File: config.mk
export PLATFORM = sky130hd
export DESIGN_NAME = mem_responder
export DESIGN_NICKNAME = d
export VERILOG_FILES = /design/src/rtl/mem_responder.sv
export SDC_FILE = /design/constraint.sdc
export NUM_CORES = 2
export LEC_CHECK = 0
export ABC_CLOCK_PERIOD_IN_PS = 5760
export BUFFER_PORTS_ARGS = -buffer_cell sky130_fd_sc_hd__buf_2
export CORE_ASPECT_RATIO = 0.9
export CORE_MARGIN = 4
export CORE_UTILIZATION = 26
export CTS_BUF_LIST = sky130_fd_sc_hd__clkbuf_8
export DETAILED_ROUTE_END_ITERATION = 10
export HOLD_SLACK_MARGIN = 0.02
export PLACE_DENSITY_LB_ADDON = 0.2
export SYNTH_ARGS = -nofsm -noshare
export SYNTH_HDL_FRONTEND = slang
export SYNTH_SLANG_ARGS = --single-unit
File: constraint.sdc
create_clock -name clk -period 5.76 [get_ports clk]
set_input_delay 0.864 -clock clk [delete_from_list [all_inputs] [get_ports clk]]
set_output_delay 0.864 -clock clk [all_outputs]
set_load 0.005 [all_outputs]
File: src/rtl/mem_responder.sv
// Multi-cycle load/store responder: one request at a time, fixed LATENCY, Stall while busy.
// Optional alignment check compiled in with MEM_RESPONDER_ALIGN_CHECK_EN.
module mem_responder #(
    parameter int LATENCY    = 2,
    parameter int WORDS_LOG2 = 8
) (
    input  logic        clk,
    input  logic        rst,
    input  logic [15:0] Addr,
    input  logic [15:0] DataIn,
    input  logic        Rd,
    input  logic        Wr,
    output logic [15:0] DataOut,
    output logic        Done,
    output logic        Stall,
    output logic        err
);
    typedef enum logic {IDLE, WAIT} state_t;

    localparam logic [3:0] CNT_LOAD = 4'(LATENCY - 1);

    state_t                state_q, state_d;
    logic [3:0]            cnt_q, cnt_d;
    logic [15:0]           dout_q, dout_d;
    logic                  done_q, done_d;
    logic                  err_q, err_d;
    logic [WORDS_LOG2-1:0] addr_q;
    logic [15:0]           data_q;
    logic                  wr_q;
    logic [15:0]           mem_q [0:(1<<WORDS_LOG2)-1];

    logic                  idle, bad_align, req, valid, fire, acc_wr;
    logic [WORDS_LOG2-1:0] acc_addr;
    logic [15:0]           acc_data;
    logic                  unused_addr_bits;

`ifdef MEM_RESPONDER_ALIGN_CHECK_EN
    assign bad_align = Addr[0];
`else
    assign bad_align = 1'b0;
`endif
    assign unused_addr_bits = ^Addr;

    // With LATENCY=1 the access completes on the acceptance edge, straight from the inputs.
    always_comb begin
        idle     = (state_q == IDLE);
        req      = Rd | Wr;
        valid    = (Rd ^ Wr) & ~bad_align;
        acc_addr = idle ? Addr[WORDS_LOG2:1] : addr_q;
        acc_data = idle ? DataIn : data_q;
        acc_wr   = idle ? Wr : wr_q;
        fire     = idle ? (valid && (LATENCY == 1)) : (cnt_q == 4'd1);

        state_d = state_q;
        cnt_d   = cnt_q;
        case (state_q)
            IDLE: begin
                if (valid) begin
                    cnt_d = CNT_LOAD;
                    if (LATENCY > 1) state_d = WAIT;
                end
            end
            WAIT: begin
                cnt_d = cnt_q - 4'd1;
                if (cnt_q == 4'd1) state_d = IDLE;
            end
            default: state_d = IDLE;
        endcase

        done_d = fire;
        dout_d = (fire && !acc_wr) ? mem_q[acc_addr] : 16'h0000;
        err_d  = idle && req && !valid;
        Stall  = rst && (!idle || valid);
    end

    always_ff @(posedge clk) begin
        if (!rst) begin
            state_q <= IDLE;
            cnt_q   <= 4'd0;
            dout_q  <= 16'h0000;
            done_q  <= 1'b0;
            err_q   <= 1'b0;
        end else begin
            state_q <= state_d;
            cnt_q   <= cnt_d;
            dout_q  <= dout_d;
            done_q  <= done_d;
            err_q   <= err_d;
        end
    end

    // Request capture and the array carry no reset; a store is dropped if reset hits its commit edge.
    always_ff @(posedge clk) begin
        if (idle && valid) begin
            addr_q <= Addr[WORDS_LOG2:1];
            data_q <= DataIn;
            wr_q   <= Wr;
        end
        if (rst && fire && acc_wr) begin
            mem_q[acc_addr] <= acc_data;
        end
    end

    assign DataOut = dout_q;
    assign Done    = done_q;
    assign err     = err_q;
endmodule

## Word level (Yosys, flattened, before mapping)

Memory sizes are Yosys's and may differ from the RTL's. A register that Yosys moved wholly into a read port is not among the register bits.
Cells that the tools add are included.

| word-level totals | value |
|---|---|
| output and inout port bits | 19 |
| input port bits | 36 |
| bits in writable memories | 4096 |
| register bits after elaboration | 32 |
| logic and storage cells | 37 |
| memories | 1 |

| operators by class | value |
|---|---|
| equal/unequal tests | 2 |
| mux-type cells | 11 |
| reduce and logical (&&, ||, !) cells | 12 |
| $add $sub $neg | 1 |
| bitwise logic cells | 3 |

Memory list:

| name | words | width | read ports | clocked after Yosys merged registers in | write ports | line | source |
|---|---|---|---|---|---|---|---|
| mem_q | 256 | 16 | 1 | 1 | 1 | 30 | `logic [15:0] mem_q [0:(1<<WORDS_LOG2)-1];` |

Operator list:

| operator | number |
|---|---|
| $mux 16 | 1 |
| $mux 8 | 1 |
| $pmux 4 s2 | 1 |
| $logic_and 1x1->1 | 7 |
| $mux 1 | 6 |
| $eq 4x1->1 const B | 1 |
| $mux 4 | 1 |
| $sub 4x1->4 const B | 1 |
| $logic_not 1->1 | 3 |
| $ne 2x1->1 const B | 1 |
| $pmux 1 s2 | 1 |
| $reduce_and 2->1 | 1 |
| $logic_or 1x1->1 | 1 |
| $not 1->1 | 1 |
| $or 1x1->1 | 1 |
| $xor 1x1->1 | 1 |

## Longest topological paths before layout

| logic depth | value |
|---|---|
| depth in word-level cells | 6 |
| depth in mapped cells | 10 |
| depth with buffers taken out | 7 |

## Worst setup path after synthesis

Ideal clock, no wire load.

| timing path | value |
|---|---|
| path type | input to register |
| from | input port Addr[2] |
| to | memory mem_q[146][0] (enable) |
| path slack | 1937 ps |
| library setup time | 409 ps |
| arrival time | 3413 ps |
| stages on the path | 8 |
| required time | 5351 ps |
| cell sequence | mux2_2 buf_2 buf_2 buf_2 buf_2 clkbuf_1 nand2_1 nor3_1 |

| between the ends | value |
|---|---|
| cells in the longest elaborated chain, start to end | 1 |

RTL lines:

| item | line | source |
|---|---|---|
| from (decl) | 9 | `input logic [15:0] Addr,` |
| $mux 8 | 49 | `acc_addr = idle ? Addr[WORDS_LOG2:1] : addr_q;` |
| to (decl) | 30 |  |

Every way passes these cells.

## Final worst setup path

| timing path | value |
|---|---|
| from | register state_q |
| to | register dout_q[14] (netlist: DataOut[14]) (read register of mem_q) |

| between the ends | value |
|---|---|
| cells in the longest elaborated chain, start to end | 5 |

RTL lines:

| item | line | source |
|---|---|---|
| from (decl) | 22 | `state_t state_q, state_d;` |
| from (signal assigned) | 84 | `state_q <= state_d;` |
| $mux 1 | 51 | `acc_wr = idle ? Wr : wr_q;` |
| $logic_not 1->1 | 71 | `dout_d = (fire && !acc_wr) ? mem_q[acc_addr] : 16'h0000;` |
| $logic_and 1x1->1 | 71 |  |
| $reduce_and 2->1 (no line) | -- |  |
| $logic_not 1->1 (no line) | -- |  |
| to (decl) | 24 | `logic [15:0] dout_q, dout_d;` |

Several ways; a longest one is shown, not always the timed one.
A chain may end at the register's enable or synchronous reset.

==> run metrics <==
core area 0.605 mm^2; final setup fails 0; Total Routing Usage GR 14.9%; largest net degree at the start of global routing 188; grt total ovfl 0; post-DP HPWL 281000 um; status complete, no violations; die area 0.620 mm^2; Post-Place Setup Slack 1.02 ns; total power 63.3 mW; cell-internal power 47.2 mW; Die X-Extent 829 um; antenna-violating nets left 0; Wirelength per Cell 28.3 um; Final WS setup 1.36 ns; worst min path class input pin to flip-flop; Sw Ratio 25.4%; P_sw 16.0 mW; Arr. time, crit path 5.50 ns; number of I/O pins 55; Slew Limit Fails 0; syn_nets 7377; register area share after synthesis 78.7%; clock transition at the registers of the reported paths 0.06 ns; Pleak 56.4 nW; RSZ-0062 raised after global routing no; fin crit share 76.4%; drt drc 0; Die Y 747 um; crit start category flip-flop; layout cell share with drive strength beyond 1 29.4%; Cell Area, Synth 0.158 mm^2; CP Max Fanout 27; global-route wire length before repair 661000 um; Comb power frac 10.0%; row cnt 271; Worst Tran Pin Value 1.33 ns; Req. time, crit path 6.85 ns; DRT iter0 DRCs 7902; most frequent cells in the layout edfxtp_1 (4121), nand2_1 (1046), mux4_2 (1024); final hold viol count 0; Worst Setup Path Type flip-flop to flip-flop; Area Growth Syn to Fin 16.7%; cells after synthesis 7338; total number of vias 79000; via density per instance 4.71; TritonCTS clock tree built; initial antenna violation count 31; Clock power frac 36.5%; most frequently used flop master after synthesis edfxtp_1; Initial Utilization 26.1%; Multi-input gate area 0.0326 mm^2; H-tree Lvls 6; Period minus WS final 4.40 ns; nets@finish 8253; CTS Sinks 4144; fillers 58700; number of synthesized flops with an enable pin 4121; DR pass1 iterations 7; Register Area 0.124 mm^2; Reg power frac 53.6%; most common cell after layout, fill and taps aside edfxtp_1; setup TNS after final layout 0 ns; critical path endpoint category flip-flop; Worst VDD drop 0.000246 V; Fmax achieved 0.227 GHz; GP Congestion 0.780; Slew HR 10.3%; vias in the first global route 81900; Clock Skews 0.0453 ns; Inserted Clock Buffers 671; Max Root-Sink Buffers 4; FFs w/ async S/R, synth 0%; Avg Synthesized Cell Area 21.5 um^2; Synth cell types 43; Yosys reg bits 4144; yosys warns 0; clk_lat worst skew 1.24 ns; total of max-cap violations 0; routed wire length 475000 um; PD cells 343 mW/mm^2; Clk Tree Root Cell clkbuf_8; IO buf count 46
sequential cells by signal (all words and copies together), names as in the netlist:
signal   flops
addr_q       8
DataOut     16
err          1
data_q      16
mem_q     4096
wr_q         1
Done         1
state_q      1
cnt_q        4
synth_stat cells (2+ instances only):
| library cell | n | area, um^2 |
|---|---|---|
| clkbuf_1 | 190 | 713 |
| nand4_1 | 16 | 100 |
| nor3_1 | 35 | 175 |
| nor2_1 | 233 | 875 |
| a41oi_1 | 272 | 2380 |
| o21ai_0 | 3 | 15.0 |
| a2bb2oi_1 | 2 | 17.5 |
| nor2b_1 | 3 | 18.8 |
| o32ai_1 | 2 | 17.5 |
| nand2b_1 | 6 | 37.5 |
| nand2_1 | 1046 | 3930 |
| inv_1 | 9 | 33.8 |
| nand3_1 | 2 | 10.0 |
| mux2i_1 | 3 | 30.0 |
| buf_1 | 61 | 229 |
| o41ai_1 | 64 | 561 |
| or2_2 | 4 | 25.0 |
| ha_1 | 3 | 37.5 |
| buf_2 | 142 | 711 |
| and3b_1 | 3 | 26.3 |
| mux4_2 | 1024 | 23100 |
| mux2_2 | 17 | 191 |
| buf_6 | 12 | 135 |
| a21oi_1 | 3 | 15.0 |
| buf_4 | 21 | 158 |
| dfxtp_1 | 23 | 460 |
| edfxtp_1 | 4121 | 124000 |
| nor3b_1 | 3 | 22.5 |
worst max-delay path, stage by stage, from the launching register on:
cell	delay, ns
dfxtp_4	0.63
mux2_8	0.60
buf_12	0.30
buf_12	0.29
buf_4	0.24
mux4_2	0.52
nand2_1	0.09
a41oi_1	0.49
o41ai_2	0.60
buf_4	0.26
a41oi_1	0.12
metal layers:
layer	global-route usage, %	wire length, um	vias up
met5	0	46	-
met4	3.40	10300	6
met3	2.43	29000	637
met2	23.8	222000	2572
met1	21.5	214000	43400
li1	-	-	32300
path summary, 6_finish.rpt:
check | start | endpoint | slack (ns) | cells past startpoint
hold reg to reg | cnt_q[3]$_SDFFE_PN0N_ | cnt_q[3]$_SDFFE_PN0N_ | 0.57 | 1
hold / removal | DataIn[12] | data_q[12]$_DFFE_PP_ | 0.38 | 2
setup reg to reg | state_q$_SDFF_PN0_ | DataOut[14]$_SDFF_PN0_ | 1.36 | 10
setup / recovery | state_q$_SDFF_PN0_ | DataOut[14]$_SDFF_PN0_ | 1.36 | 10
logic make-up after synthesis:
| group | count (synthesis) | share of synthesized area, % |
|---|---|---|
| flip-flops | 4144 | 78.7 |
| adder cells (fa/ha/maj) | 3 | 0.0238 |
| AO/OA/AOI/OAI | 356 | 1.96 |
| AND/OR/NAND/NOR | 1355 | 3.32 |
| multiplexers | 1045 | 14.8 |
| buffers and inverters | 435 | 1.25 |
repair_timing:
action                    4_1_cts  5_1_grt
hold endpoints to repair       34        0
hold buffers                   27        0
resized for setup               0        0
buffers inserted                0        0
power by group through the flow:
| stage | clock (mW) | sequential, mW | combinational [mW] |
|---|---|---|---|
| detailed placement | 0 | 34.5 | 6.50 |
| floorplan | 0 | 34.6 | 3.49 |
| global route | 25.3 | 33.9 | 6.75 |
| global placement | 0 | 34.5 | 6.41 |
| finish | 23.1 | 33.9 | 6.30 |
| CTS | 23.8 | 33.9 | 6.53 |
stage by stage:
stage / hold slack [ns] / area [um^2] / utilization (%) / std cells
global route: 0.279 / 184000 / 30.4 / 16800
finish: 0.376 / 184000 / 30.4 / 16800
detailed placement: 0.541 / 172000 / 28.5 / 15600
CTS: 0.182 / 184000 / 30.4 / 16800
global placement: 0.495 / 172000 / 28.5 / 15600
floorplan: 0.467 / 158000 / - / 7338
cell type report:
cell class	count	area share [%]
Clock buffer	695	5.19
Tap cell	8053	5.47
Inverter	9	0.0183
Antenna cell	11	0.0149
Clock inverter	472	1.16
Timing Repair Buffer	629	3.02
Multi-Input combinational cell	2759	17.7
Sequential cell	4144	67.4
Note: power is estimated with default switching activity, not from simulation.
